===== config.mk =====
export PLATFORM = sky130hd
export DESIGN_NAME = fetch_unit
export DESIGN_NICKNAME = d
export VERILOG_FILES = /design/src/rtl/fetch_unit_pkg.sv /design/src/rtl/fetch_buffer.sv /design/src/rtl/fetch_unit.sv
export SDC_FILE = /design/constraint.sdc
export NUM_CORES = 1
export LEC_CHECK = 0
export ABC_AREA = 1
export BUFFER_PORTS_ARGS = -buffer_cell sky130_fd_sc_hd__buf_2
export CAP_MARGIN = 5
export CELL_PAD_IN_SITES_DETAIL_PLACEMENT = 0
export CELL_PAD_IN_SITES_GLOBAL_PLACEMENT = 1
export CORE_MARGIN = 3
export CORE_UTILIZATION = 42
export CTS_BUF_LIST = sky130_fd_sc_hd__clkbuf_2
export DETAILED_ROUTE_END_ITERATION = 8
export PLACE_DENSITY = 0.91
export SYNTH_ARGS = -nofsm -noshare
export SYNTH_HDL_FRONTEND = slang
export SYNTH_SLANG_ARGS = --single-unit

===== constraint.sdc =====
create_clock -name clk -period 3.02 [get_ports clk]
set_input_delay 0.604 -clock clk [delete_from_list [all_inputs] [get_ports clk]]
set_output_delay 0.604 -clock clk [all_outputs]
set_load 0.005 [all_outputs]

===== src/rtl/fetch_unit_pkg.sv =====
// Shared constants, state encoding and helpers for the kanade32 fetch stage.
// Build with FETCH_PREFETCH_EN defined to get the two-entry prefetch buffer.
package fetch_unit_pkg;

    localparam int OP_MSB   = 31;
    localparam int OP_LSB   = 26;
    localparam int FUNC_MSB = 5;
    localparam int FUNC_LSB = 0;

    localparam logic [31:0] DEFAULT_RESET_PC = 32'h0000_0000;

`ifdef FETCH_PREFETCH_EN
    localparam int FETCH_DEPTH = 2;
`else
    localparam int FETCH_DEPTH = 1;
`endif

    typedef enum logic {
        ST_FETCH   = 1'b0,
        ST_DISCARD = 1'b1
    } fetch_state_e;

    function automatic logic [31:0] word_align(input logic [31:0] addr);
        return {addr[31:2], 2'b00};
    endfunction

endpackage


===== src/rtl/fetch_buffer.sv =====
// DEPTH-entry {word, pc} FIFO with push, pop and flush; the head entry is
// always presented on word_o/pc_o.
module fetch_buffer
    import fetch_unit_pkg::*;
#(
    parameter int DEPTH = FETCH_DEPTH,
    parameter int CNT_W = $clog2(DEPTH + 1)
) (
    input  logic             clk_i,
    input  logic             rst_ni,
    input  logic             push_i,
    input  logic             pop_i,
    input  logic             flush_i,
    input  logic [31:0]      word_i,
    input  logic [31:0]      pc_i,
    output logic [31:0]      word_o,
    output logic [31:0]      pc_o,
    output logic [CNT_W-1:0] count_o
);
    localparam int PTR_W = (DEPTH > 1) ? $clog2(DEPTH) : 1;
    // Storage is rounded up to a power of two so pointers index it exactly.
    localparam int SLOTS = 2 ** PTR_W;

    logic [31:0]      word_q [SLOTS];
    logic [31:0]      pc_q   [SLOTS];
    logic [PTR_W-1:0] head_q, head_d;
    logic [PTR_W-1:0] tail_q, tail_d;
    logic [CNT_W-1:0] count_q, count_d;

    function automatic logic [PTR_W-1:0] ptr_inc(input logic [PTR_W-1:0] p);
        if (p == PTR_W'(DEPTH - 1)) begin
            return '0;
        end
        return p + PTR_W'(1);
    endfunction

    always_comb begin
        head_d  = head_q;
        tail_d  = tail_q;
        count_d = count_q;
        if (flush_i) begin
            head_d  = '0;
            tail_d  = '0;
            count_d = '0;
        end else begin
            if (push_i) tail_d = ptr_inc(tail_q);
            if (pop_i)  head_d = ptr_inc(head_q);
            case ({push_i, pop_i})
                2'b10:   count_d = count_q + CNT_W'(1);
                2'b01:   count_d = count_q - CNT_W'(1);
                default: count_d = count_q;
            endcase
        end
    end

    always_ff @(posedge clk_i or negedge rst_ni) begin
        if (!rst_ni) begin
            head_q  <= '0;
            tail_q  <= '0;
            count_q <= '0;
            for (int i = 0; i < SLOTS; i++) begin
                word_q[i] <= '0;
                pc_q[i]   <= '0;
            end
        end else begin
            head_q  <= head_d;
            tail_q  <= tail_d;
            count_q <= count_d;
            if (push_i && !flush_i) begin
                word_q[tail_q] <= word_i;
                pc_q[tail_q]   <= pc_i;
            end
        end
    end

    assign word_o  = word_q[head_q];
    assign pc_o    = pc_q[head_q];
    assign count_o = count_q;

endmodule


===== src/rtl/fetch_unit.sv =====
// kanade32 instruction fetch: single-outstanding imem request, small {word, pc}
// buffer, redirect flush. FETCH_PREFETCH_EN selects a two-entry buffer.
module fetch_unit
    import fetch_unit_pkg::*;
#(
    parameter logic [31:0] RESET_PC = DEFAULT_RESET_PC
) (
    input  logic        clk,
    input  logic        rst_n,
    output logic        imem_req,
    output logic [31:0] imem_addr,
    input  logic        imem_ack,
    input  logic [31:0] imem_rdata,
    input  logic        redirect,
    input  logic [31:0] redirect_pc,
    output logic        ins_valid,
    input  logic        ins_ready,
    output logic [31:0] ins_word,
    output logic [31:0] ins_pc,
    output logic [5:0]  ins_op,
    output logic [5:0]  func_code
);
    localparam int CNT_W = $clog2(FETCH_DEPTH + 1);

    fetch_state_e     state_q, state_d;
    logic [31:0]      fetch_pc_q, fetch_pc_d;
    logic [31:0]      target_q, target_d;
    logic [CNT_W-1:0] count;
    logic             hs;
    logic             buf_push;
    logic             buf_pop;
    logic             buf_flush;

    always_comb begin
        state_d    = state_q;
        fetch_pc_d = fetch_pc_q;
        target_d   = target_q;
        buf_push   = 1'b0;
        buf_flush  = 1'b0;
        imem_addr  = fetch_pc_q;
        // rst_n gates the request so it is low for the whole reset assertion.
        if (state_q == ST_DISCARD) begin
            imem_req = rst_n;
        end else begin
            imem_req = rst_n && (count < CNT_W'(FETCH_DEPTH));
        end
        hs = imem_req && imem_ack;

        if (redirect) begin
            buf_flush = 1'b1;
            if (!imem_req || hs) begin
                fetch_pc_d = word_align(redirect_pc);
                state_d    = ST_FETCH;
            end else begin
                // Keep the old address on the bus until memory acks it.
                target_d = word_align(redirect_pc);
                state_d  = ST_DISCARD;
            end
        end else if (state_q == ST_DISCARD) begin
            if (hs) begin
                fetch_pc_d = target_q;
                state_d    = ST_FETCH;
            end
        end else if (hs) begin
            buf_push   = 1'b1;
            fetch_pc_d = fetch_pc_q + 32'd4;
        end
    end

    assign buf_pop = ins_valid && ins_ready && !redirect;

    always_ff @(posedge clk or negedge rst_n) begin
        if (!rst_n) begin
            state_q    <= ST_FETCH;
            fetch_pc_q <= RESET_PC;
            target_q   <= RESET_PC;
        end else begin
            state_q    <= state_d;
            fetch_pc_q <= fetch_pc_d;
            target_q   <= target_d;
        end
    end

    fetch_buffer #(
        .DEPTH (FETCH_DEPTH),
        .CNT_W (CNT_W)
    ) u_buffer (
        .clk_i   (clk),
        .rst_ni  (rst_n),
        .push_i  (buf_push),
        .pop_i   (buf_pop),
        .flush_i (buf_flush),
        .word_i  (imem_rdata),
        .pc_i    (fetch_pc_q),
        .word_o  (ins_word),
        .pc_o    (ins_pc),
        .count_o (count)
    );

    assign ins_valid = (count != '0);
    assign ins_op    = ins_word[OP_MSB:OP_LSB];
    assign func_code = ins_word[FUNC_MSB:FUNC_LSB];

endmodule

==> reports/qor.csv <==
metric,value,unit
CP Class,reg -> out,
Pleak,3.90,nW
H-tree Lvls,4,
Yosys warning count,0,
Syn Area/Cell,8.26,um^2
post-synthesis cell type count,30,
most frequent cells in the layout,"231 x nand2_1, 171 x buf_2, 124 x dfrtp_1",
crit path capture type,output pin,
largest net degree at the start of global routing,125,
clk_lat worst skew,710,ps
final setup violation count,0,
FF-to-FF End,imem_addr[20],
Chip Height,127,um
worst reg2reg path depth,10,
Post-Syn Instances,747,
"Core Util, Final",51.9,%
Hold Slack,-14.9,ps
failing checks,negative hold slack,
Worst Path Arrival,1600,ps
I/O pin count,179,
share of cells above drive strength 1,27.5,%
Initial Util,43.6,%
measured slew at the worst slew-check pin,1020,ps
setup bufs post-CTS,0,
CTS tree,done,
Via Count,5343,
fin. max-slew vios,0,
Rows,43,
Worst Skew,36.4,ps
nets,972,
drt pass-1 iters,8,
dpl cell area,7120,um^2
die width,127,um
Max Buffers Root-to-Sink,2,
max frequency,454,MHz
status,"complete, but fails checks",
dpl hpwl,12.1,mm
total global routing overflow,0,
Post-route DRC,0,
DRT iter0 DRCs,510,
core area,14100,um^2
type of origin of the critical path,flop,
total track usage,20.5,%
Crit Path Max Fanout,4,
Final Cell Area,7340,um^2
register area share after synthesis,50.3,%
setup TNS,0,ps
hold_buf cts,0,
Worst Setup SP,u_buffer.count_o,
clk slew on worst S/H paths,190,ps
initial antenna violation count,1,
"reg-to-reg slack, setup",900,ps
worst rel slew slack,32.2,%
CTS Buf Count,17,
Root Buffer,clkbuf_2,
max-cap viol count,0,
die footprint,16200,um^2
Via density,4.89,
Avg WL per Cell,15.0,um
r2r startpoint,u_buffer.count_o,
final wirelength,16.4,mm
synthesized cell area,6170,um^2
RSZ-0062 raised after global routing,false,
Final Hold Fails,14,
routability cong.,0.868,
Routed Antenna Nets,0,
IO Port Bufs,172,
# resized after CTS,0,
PwrDens,635,nW/um^2
period utilisation layout,73.0,%
post-synthesis register bit count,124,
min Tclk post-route,2200,ps
Tot Pwr,4.66,mW
"most common cell after layout, fill and taps aside",nand2_1,
vias in the first global route,4914,
Clock Sinks,124,
area grow syn2layout,19.0,%
critical path data required time,2420,ps
Hold Crit Class,in -> async,
first-pass GRT wire length,25.9,mm
Worst VDD drop,0.235,mV
==> worst max-delay path by stage <==
stage / to / slack, ps / depth (start not counted)
3_3_place_gp: imem_addr[21] / 690 / 10
3_5_place_dp: imem_addr[20] / 640 / 10
4_1_cts: imem_req / 760 / 4
6_report: imem_req / 820 / 4
5_1_grt: imem_addr[20] / 710 / 10
2_1_floorplan: u_buffer.word_q[44] / 1330 / 6
==> stage by stage <==
step           setup slack [ps]  std cells  hold WS, ps
3_5_place_dp                642       1063          468
4_1_cts                     764       1092         3.88
3_3_place_gp                685       1063          462
5_1_grt                     713       1093         9.11
2_1_floorplan              1330        750          308
6_report                    816       1093        -14.9
==> critical path, cell delays in order (launching register included) <==
cell and delay, ps:
dfrtp_1 390, inv_1 50, o21ai_1 200, inv_2 100, buf_2 140
==> registers in the layout, summed over array words and instances (netlist names) <==
name	cells
imem_addr	30
u_buffer.pc_q	30
target_q	30
u_buffer.count_o	1
u_buffer.word_q	32
state_q	1
==> area by class of cell <==
cell class                 count  area (um^2)
antenna                        1         2.50
clock buffer                  18         90.1
clock inverter                11          129
fill                        1359         6810
inverter                      72          270
multi-input combinational    504         2540
sequential                   124         3100
tap                          180          225
timing repair buffer         183          983
==> cell families (layout without fill, tap and decap cells) <==
family | Yosys count | count (layout) | share of synthesized area (%)
adder cells (fa/ha/maj) | 1 | 1 | 0.203
other | 1 | 5 | 0.0608
flip-flops | 124 | 124 | 50.3
multiplexers | 32 | 32 | 7.00
XOR/XNOR | 6 | 6 | 0.852
AND/OR/NAND/NOR | 321 | 321 | 21.1
AO/OA/AOI/OAI | 140 | 140 | 11.5
buffers and inverters | 122 | 284 | 8.98
==> synthesized netlist by cell type, drive strengths merged <==
master  count  share of area [%]
nand3b      1               0.12
ha          1               0.20
conb        1              0.061
xnor2       1               0.14
buf        31                3.4
mux2       32                7.0
o211ai      3               0.36
xor2        5               0.71
o31ai       1               0.12
clkbuf     19                1.2
nand3      41                3.3
o21ai      87                7.1
nor2       41                2.9
a31oi       1               0.10
and2        1               0.10
inv        72                4.4
dfrtp     124                 50
a21oi      48                3.9
nand4       2               0.20
nor3        1              0.081
nand2     234                 14
==> routing by layer <==
metal / track usage (%) / vias to the layer above / share of wire [%]
li1: - / 2682 / -
met1: 29.7 / 2431 / 47
met2: 30.5 / 207 / 44
met3: 4.35 / 23 / 6.5
met4: 6.94 / 0 / 1.7
met5: 0 / - / 0
==> power by group <==
group,switching [mW],internal [mW]
Sequential,0.290,2.04
Clock,0.581,0.436
Combinational,0.691,0.618
Total,1.56,3.10
Note: power is estimated with default switching activity, not from simulation.
